## src/rtl/blank_wait_arbiter.sv

```systemverilog
// Round-robin arbiter that lends one shared blank/settle down-counter to NREQ requesters.
// The owner keeps grant for the whole wait and gets a single done pulse when it ends.
module blank_wait_arbiter #(
  parameter int NREQ    = 4,
  parameter int CNT_W   = 23,
  parameter int T_SHORT = 1000,
  parameter int T_LONG  = 6000000
) (
  input  logic             clk,
  input  logic             rst,
  input  logic [NREQ-1:0]  req,
  input  logic [NREQ-1:0]  len_long,
  output logic [NREQ-1:0]  grant,
  output logic [NREQ-1:0]  done,
  output logic             busy,
  output logic [CNT_W-1:0] remaining
);

  localparam int IDX_W = (NREQ > 1) ? $clog2(NREQ) : 1;
  localparam logic [CNT_W-1:0] LOAD_SHORT = CNT_W'(T_SHORT - 1);
  localparam logic [CNT_W-1:0] LOAD_LONG  = CNT_W'(T_LONG - 1);
  localparam logic [IDX_W-1:0] LAST_IDX   = IDX_W'(NREQ - 1);

  typedef enum logic [1:0] {IDLE, COUNT, DONE} state_t;

  state_t           state, state_n;
  logic [NREQ-1:0]  grant_n, done_n;
  logic [CNT_W-1:0] remaining_n;
  logic [IDX_W-1:0] last, last_n;
  logic [IDX_W-1:0] cand, winner;
  logic             found;

  always_ff @(posedge clk or posedge rst) begin
    if (rst) begin
      state     <= IDLE;
      grant     <= '0;
      done      <= '0;
      remaining <= '0;
      last      <= LAST_IDX;
    end else begin
      state     <= state_n;
      grant     <= grant_n;
      done      <= done_n;
      remaining <= remaining_n;
      last      <= last_n;
    end
  end

  always_comb begin
    state_n     = state;
    grant_n     = grant;
    done_n      = done;
    remaining_n = remaining;
    last_n      = last;
    found       = 1'b0;
    winner      = '0;
    cand        = last;

    // Walk one lap starting just after the previous winner; the first live request wins.
    for (int i = 0; i < NREQ; i++) begin
      cand = (cand == LAST_IDX) ? '0 : cand + 1'b1;
      if (!found && req[cand]) begin
        found  = 1'b1;
        winner = cand;
      end
    end

    case (state)
      IDLE: begin
        if (found) begin
          grant_n         = '0;
          grant_n[winner] = 1'b1;
          remaining_n     = len_long[winner] ? LOAD_LONG : LOAD_SHORT;
          last_n          = winner;
          state_n         = COUNT;
        end
      end
      COUNT: begin
        if (remaining != '0) begin
          remaining_n = remaining - 1'b1;
        end else begin
          done_n  = grant;
          grant_n = '0;
          state_n = DONE;
        end
      end
      DONE: begin
        done_n  = '0;
        state_n = IDLE;
      end
      default: begin
        grant_n     = '0;
        done_n      = '0;
        remaining_n = '0;
        state_n     = IDLE;
      end
    endcase
  end

  assign busy = (state != IDLE);

endmodule

```

## config.mk

```make
export PLATFORM = sky130hd
export DESIGN_NAME = blank_wait_arbiter
export DESIGN_NICKNAME = d
export VERILOG_FILES = /design/src/rtl/blank_wait_arbiter.sv
export SDC_FILE = /design/constraint.sdc
export NUM_CORES = 1
export LEC_CHECK = 0
export CAP_MARGIN = 10
export CORE_ASPECT_RATIO = 1.2
export CORE_MARGIN = 2
export CORE_UTILIZATION = 52
export CTS_CLUSTER_DIAMETER = 80
export CTS_CLUSTER_SIZE = 24
export DETAILED_ROUTE_END_ITERATION = 16
export PLACE_DENSITY = 0.8
export SLEW_MARGIN = 30
export SYNTH_ARGS = -nofsm -noshare
export SYNTH_HDL_FRONTEND = slang
export SYNTH_SLANG_ARGS = --single-unit
```

## constraint.sdc

```tcl
create_clock -name clk -period 3.47 [get_ports clk]
set_clock_uncertainty 0.05 [all_clocks]
set_input_delay 0.347 -clock clk [delete_from_list [all_inputs] [get_ports clk]]
set_output_delay 0.347 -clock clk [all_outputs]
set_load 0.01 [all_outputs]
```

Word level (Yosys, flattened, before mapping)
Index checks and enable logic that the tools add are counted.

Muxes and demuxes: 36. Bitwise operators: 2. Add/subtract/negate cells: 5. Eq/ne operators: 9. Magnitude comparators: 6. Reduce and logical (&&, ||, !) cells: 15.

Operators by type and width (number): $mux W23 (3); $pmux W23 S3 (1); $reduce_bool A23 Y1 (1); $sub A23 B1 Y23 const B (1); $mux W2 (10); $lt A2 B3 Y1 const B (5); $mux W4 (3); $pmux W4 S3 (1); $bmux W1 S2 (5); $eq A2 B2 Y1 const B (5); $mux W1 (10); $add A2 B1 Y2 const B (4); $pmux W4 S2 (1); $ne A2 B2 Y1 const B (3); $reduce_and A2 Y1 (3); $reduce_and A3 Y1 (2); $logic_and A1 B1 Y1 (4); $pmux W2 S2 (1); $logic_not A1 Y1 (3); $demux W1 S2 (1); $eq A2 B1 Y1 const B (1); $ge A2 B1 Y1 const B (1); $logic_not A2 Y1 (1); $not A1 Y1 (2); $reduce_bool A2 Y1 (1).

Register bits after elaboration: 35. Logic and storage cells: 78. Output and inout port bits: 32.

Logic depth before layout (Yosys ltp)
Gate-level depths: netlist of run 1.

Word-level depth: 20. Gate-level depth with buffers: 9. Gate-level depth less buffers: 9.

Worst setup path after synthesis of run 1
OpenSTA, ideal clock, no wires.

Path type: register to register. Start: reg last[0]. End: reg remaining[4]. Cell stages (with the launch flop): 9. Path slack: 1.006 ns. Data arrival time: 2.310 ns. Buffers on the path: 1. Library setup time: 0.104 ns. Required time: 3.316 ns. Cell sequence: dfstp_2 > ha_1 > nor2b_2 > mux2_4 > a221o_1 > and3_1 > or3_1 > buf_6 > o311ai_1.

Word-level cells in the longest chain between the ends: 19. Elaborated cells between the ends (all ways): 41.

Ends and longest elaborated chain: start, declared (line 29) `logic [IDX_W-1:0] last, last_n;`; start signal, assigned (line 45) `last <= last_n;`; $add A2 B1 Y2 or $eq A2 B2 Y1 (tied branches) (line 61) `cand = (cand == LAST_IDX) ? '0 : cand + 1'b1;`; $mux W2 (*) (line 61); branches (longest 17 deep; another with $add A2 B1 Y2); end signal, assigned (line 44) `remaining <= remaining_n;`; end, declared (line 16) `output logic [CNT_W-1:0] remaining`.

Mark *: on every way between the ends. The select of a mux whose other input is x is not followed. A chain may end at the register's enable or synchronous reset.

Final worst setup path of run 1
Start: reg last[0]. End: reg remaining[3].

The elaborated chain is that of the path after synthesis.

==> impl_metrics.json, run 1 <==
{
  "cts_sinks": 35,
  "drive_above_1_share_pct": 10.4,
  "fin_hold_ws_ns": 0.406,
  "drc": 0,
  "gp_congestion": 0.911,
  "arrival_ns": 2.90,
  "ys_warn_count": 0,
  "synth_common_cells": "33 x dfrtp_1, 28 x nor2_1, 23 x o21ai_0, 13 x a21oi_1",
  "nets": 290,
  "synth_top_area_share_pct": 38.8,
  "maxSlewViolCount": 0,
  "path_class": "flop to flop",
  "grt_pass1_vias": 1903,
  "min_period_ns": 2.76,
  "synth_xor_area_share_pct": 1.64,
  "drt_iter0_drc": 163,
  "synthMuxAreaShare_pct": 3.58,
  "slowest_stage": "dfstp_2",
  "yosysTopAreaCell": "dfrtp_1",
  "track_usage_pct": 24.3,
  "die_w_um": 62.4,
  "wl_per_cell_um": 16.0,
  "syn-cell-area_um2": 2130,
  "status": "finished, final reports clean",
  "post_synth_fa_ha_maj_area_fraction_pct": 1.17,
  "finalHoldViolCount": 0,
  "rsz0062_at_grt": "false",
  "regToRegSetupSlack_ns": 0.71,
  "synthArstFlopShare_pct": 100,
  "min_period_over_period_pct": 79.7,
  "coreArea_um2": 3940,
  "synth_area_leaders": "dfrtp_1 39%, o21ai_0 5.4%, nor2_1 4.9%, a21oi_1 3.1%, nor3_1 2.8%",
  "routed_via_density": 6.25,
  "antenna_found_initial": 0,
  "clkTransAtPathRegs_ns": 0.08,
  "maxCapViolations": 0,
  "detail-route-antenna-nets": 0,
  "area_delta_synth_final_pct": 25.6,
  "worstMarginPinSlew_ns": 0.587,
  "cts_buffers": 5,
  "ios": 42,
  "cp.required_ns": 3.61,
  "cts_resized": 0,
  "grt_pass1_wl_um": 8880,
  "syn_nets": 245,
  "avgSynthCellArea_um2": 9.15,
  "holdBufCountCts": 0,
  "synth_compound_area_share_pct": 21.9,
  "worstHoldPathType": "input port to async pin",
  "insertion_delay_ns": 0.29,
  "stdcell_count": 333,
  "cts_setup_buffers": 0,
  "synth_edf_count": 0,
  "synth_ff_type": "dfrtp_1",
  "vias": 2080,
  "fp-row-count": 25,
  "grt_use_met1_pct": 30.1,
  "start_util_pct": 54.1,
  "max-vdd-ir-drop_v": 0.000223,
  "startpoint_type": "flop",
  "n_antenna_cell": 0,
  "synth_top_family_by_area": "simple AND/OR/NAND/NOR gates",
  "drt-total-wl_um": 5340,
  "dieHeight_um": 74.1,
  "placedCellCount": 325,
  "htree_levels": 2,
  "ys_seq_elements": 35,
  "yosysUniqueCellTypes": 58,
  "yosys.area_share.simple_pct": 27.2,
  "clockBufferDepth": 2,
  "ys_seq_area_share_pct": 41.2,
  "path_max_fanout": 10,
  "cpPeakStageDelay_ns": 0.55,
  "grt_start_max_net_pins": 36,
  "fmax_ghz": 0.362,
  "slew_headroom_pct": 60.5,
  "cts_tree": "done",
  "io_buffers": 41,
  "p_leak_nw": 1.04,
  "post-dp-hpwl_um": 3850,
  "crit_chain": "ha_1, nor2b_2, mux2_4, a221o_1, and3_1, or3_1, o311ai_1",
  "yosys.cell_count.top_type": "dfrtp_1",
  "first_pass_iters": 5,
  "p_per_area_nw_per_um2": 300,
  "critPathCaptureType": "flop",
  "globalRouteMet3Util_pct": 5.90,
  "cts_root_buf": "clkbuf_8",
  "syn_inst": 233,
  "finalSetupViolCount": 0,
  "grt_busiest_layer": "met2",
  "fp.dieArea_um2": 4630,
  "overflow": 0,
  "fin_setup_tns_ns": 0,
  "use_met2_pct": 40.6
}
## power breakdown
part	switching (mW)	total [mW]	internal, mW	leakage (nW)
Sequential	0.00916	0.426	0.416	0.419
Combinational	0.0454	0.0901	0.0447	0.583
Clock	0.147	0.288	0.141	0.0422
## sequential cells by signal, summed over array words and instances, names as in the netlist
signal     flops
done           4
remaining     23
grant          4
state          2
last           2
## final timing paths
path	depth (start not counted)	from	to
max in group asynchronous	3	rst	last[1]
worst max-delay path	7	last[0]	remaining[3]
worst min register to register	2	last[1]	last[1]
worst min-delay path	3	rst	state[0]
worst max register to register	7	last[0]	remaining[3]
min in group clk	2	last[1]	last[1]
## metal layers
metal	vias to the layer above	part of all wire, %
met5	-	0
met4	0	2.5
met1	998	42
met2	106	49
li1	962	-
met3	14	6.5
## placed cells by master (no fill, tap or decap), drive strengths merged, types with 2 or more instances in the layout
cell	instances
clkdlybuf4s50	41
dfrtp	33
nor2	28
o21ai	28
nor3	14
a21oi	13
nand2	12
inv	10
nand3	9
clkbuf	7
nor4	7
o311ai	7
or3	5
mux2i	5
nand2b	4
xnor2	4
nand4	3
and2	3
o21a	3
a22o	3
nor3b	2
o2bb2ai	2
a21o	2
and3	2
o211ai	2
a31oi	2
a32o	2
ha	2
dfstp	2
buf	2
clkinv	2
or2	2
mux2	2
or4	2
## final cells by class
class / count / area [um^2]
clock buffers: 7 / 76.3
clock inverters: 1 / 5.00
fillers: 350 / 1260
inverters: 11 / 41.3
multi-input cells: 182 / 1180
flip-flops and latches: 35 / 878
well taps: 54 / 67.6
repair buffers: 43 / 425
## metrics by stage
step	util, %	setup WS (ns)	total power [mW]	instance area (um^2)
after detailed placement	65.8	0.705	0.523	2590
after global routing	67.9	0.452	0.843	2680
final	67.9	0.706	0.803	2680
after CTS	67.9	0.723	0.812	2680
after floorplan	-	1.01	0.484	2130
after global placement	65.8	0.745	0.522	2590
## worst max-delay path: cells and delay by family (launching register included)
family / cells / cell delay [ns]
compound gates: 2 / 0.56
mux: 1 / 0.27
fa+ha+maj: 1 / 0.30
flops: 1 / 0.55
simple gates: 3 / 0.94
## cells by family (layout without fill, tap and decap cells)
group           after synthesis  in the layout
compound gates               72             72
xor+xnor                      4              4
fa+ha+maj                     2              2
buf+inv                      16             62
flops                        35             35
mux                           7              7
simple gates                 97             97
No activity file was read; power rests on OpenSTA's default activity.
==> inputs of run 2 (changes only) <==
==> constraint.sdc (replaced) <==
create_clock -name clk -period 2.75 [get_ports clk]
set_clock_uncertainty 0.05 [all_clocks]
set_input_delay 0.275 -clock clk [delete_from_list [all_inputs] [get_ports clk]]
set_output_delay 0.275 -clock clk [all_outputs]
set_load 0.01 [all_outputs]
==> impl_metrics.json, run 2 (same netlist as run 1, synthesis figures left out) <==
{
  "fp-row-count": 25,
  "startpoint_type": "flop",
  "fp.dieArea_um2": 4630,
  "n_antenna_cell": 0,
  "clockBufferDepth": 2,
  "maxSlewViolCount": 0,
  "critPathCaptureType": "flop",
  "wl_per_cell_um": 15.9,
  "track_usage_pct": 25.2,
  "htree_levels": 2,
  "cp_num_buf_inv": 0,
  "largest_reg_flops": 23,
  "grt_pass1_vias": 1905,
  "io_buffers": 41,
  "post-dp-hpwl_um": 3940,
  "rsz0062_at_grt": "false",
  "comb_power_share_pct": 11.7,
  "area_delta_synth_final_pct": 28.2,
  "detail-route-antenna-nets": 0,
  "coreArea_um2": 3940,
  "cts_sinks": 35,
  "cts_root_buf": "clkbuf_8",
  "vias": 2074,
  "largest_registers": "remaining (23), done (4), grant (4)",
  "clkPwrFrac_pct": 34.5,
  "p_leak_nw": 1.08,
  "cpPeakStageDelay_ns": 0.55,
  "min_period_ns": 2.50,
  "layout_commonest_cell": "clkdlybuf4s50_1",
  "grt_start_max_net_pins": 36,
  "drt-total-wl_um": 5390,
  "worstMarginPinSlew_ns": 0.579,
  "die_w_um": 62.4,
  "drt_iter0_drc": 141,
  "path_class": "flop to flop",
  "maxCapViolations": 0,
  "grt_pass1_wl_um": 9080,
  "insertion_delay_ns": 0.29,
  "antenna_found_initial": 0,
  "slowest_stage": "dfstp_2",
  "seqPwrFrac_pct": 53.8,
  "drive_above_1_share_pct": 13.0,
  "p_sw_share_pct": 24.5,
  "p_int_uw": 753,
  "finalSetupViolCount": 0,
  "layout_common_cells": "41 x clkdlybuf4s50_1, 33 x dfrtp_1, 28 x nor2_1, 23 x o21ai_0, 13 x a21oi_1",
  "slew_headroom_pct": 61.1,
  "arrival_ns": 2.64,
  "regToRegSetupSlack_ns": 0.25,
  "fin_setup_tns_ns": 0,
  "cp.required_ns": 2.89,
  "status": "finished, final reports clean",
  "path_max_fanout": 10,
  "p_switching_uw": 245,
  "cts_buffers": 5,
  "worstHoldPathType": "input port to async pin",
  "overflow": 0,
  "routed_via_density": 6.12,
  "finalHoldViolCount": 0,
  "fmax_ghz": 0.399,
  "crit_chain": "ha_1, nor2b_2, mux2_4, a221o_1, and3_1, or3_4, o311ai_1",
  "start_util_pct": 54.1,
  "largest-register": "remaining",
  "min_period_over_period_pct": 91.1,
  "cts_tree": "done",
  "crit_family": "simple AND/OR/NAND/NOR gates",
  "dieHeight_um": 74.1,
  "drc": 0,
  "p_per_area_nw_per_um2": 365,
  "finish.utilization_pct": 69.3,
  "gp_congestion": 0.915,
  "max-vdd-ir-drop_v": 0.000389,
  "clkTransAtPathRegs_ns": 0.07,
  "first_pass_iters": 4,
  "ios": 42,
  "nets": 298
}
==> run 2: stage by stage <==
stage / power, mW / cells / cell area (um^2) / setup WS, ns / hold WS [ns]
finish: 0.998 / 339 / 2730 / 0.245 / 0.329
global route: 1.04 / 339 / 2730 / 0.140 / 0.417
CTS: 1.01 / 339 / 2730 / 0.110 / 0.346
detailed placement: 0.662 / 333 / 2660 / 0.122 / 0.467
global placement: 0.660 / 333 / 2660 / 0.176 / 0.442
floorplan: 0.610 / 233 / 2130 / 0.286 / 0.378
==> run 2: worst min-delay path: cells and delay by family <==
family / cells / cell delay [ns]
buffers and inverters: 3 / 0.83
==> run 2: power by group through the flow <==
stage / registers, mW / clock network [mW] / logic, mW
after floorplan: 0.547 / 0 / 0.0633
after global placement: 0.546 / 0 / 0.114
after detailed placement: 0.547 / 0 / 0.116
after CTS: 0.537 / 0.352 / 0.117
after global routing: 0.538 / 0.372 / 0.131
final: 0.537 / 0.344 / 0.117
==> run 2: repair_timing <==
item	CTS	global route
buffers inserted	0	0
setup endpoints to repair	0	3
hold endpoints to repair	0	0
hold buffers	0	0
resized for setup	0	1
==> run 2: routing by layer <==
layer	vias up	wire, um	part of all wire, %	GRT usage [%]
li1	984	-	-	-
met1	1016	2250	42	30.9
met2	61	2740	51	43.4
met3	13	297	5.5	6.20
met4	0	99	1.8	10.4
met5	-	0	0	0
==> run 2: path summary, 6_finish.rpt <==
kind	from	endpoint	cells past startpoint
worst max register to register	last[0]	remaining[16]	7
worst min register to register	done[1]	done[1]	2
worst min-delay path	rst	remaining[8]	3
max in group asynchronous	rst	last[0]	3
min in group clk	done[1]	done[1]	2
worst max-delay path	last[0]	remaining[16]	7
==> run 2: area by class of cell <==
class | instances | area, um^2
clock buffers | 6 | 72.6
fillers | 336 | 1210
inverters | 11 | 41.3
multi-input cells | 182 | 1190
flip-flops and latches | 35 | 878
well taps | 54 | 67.6
repair buffers | 51 | 485
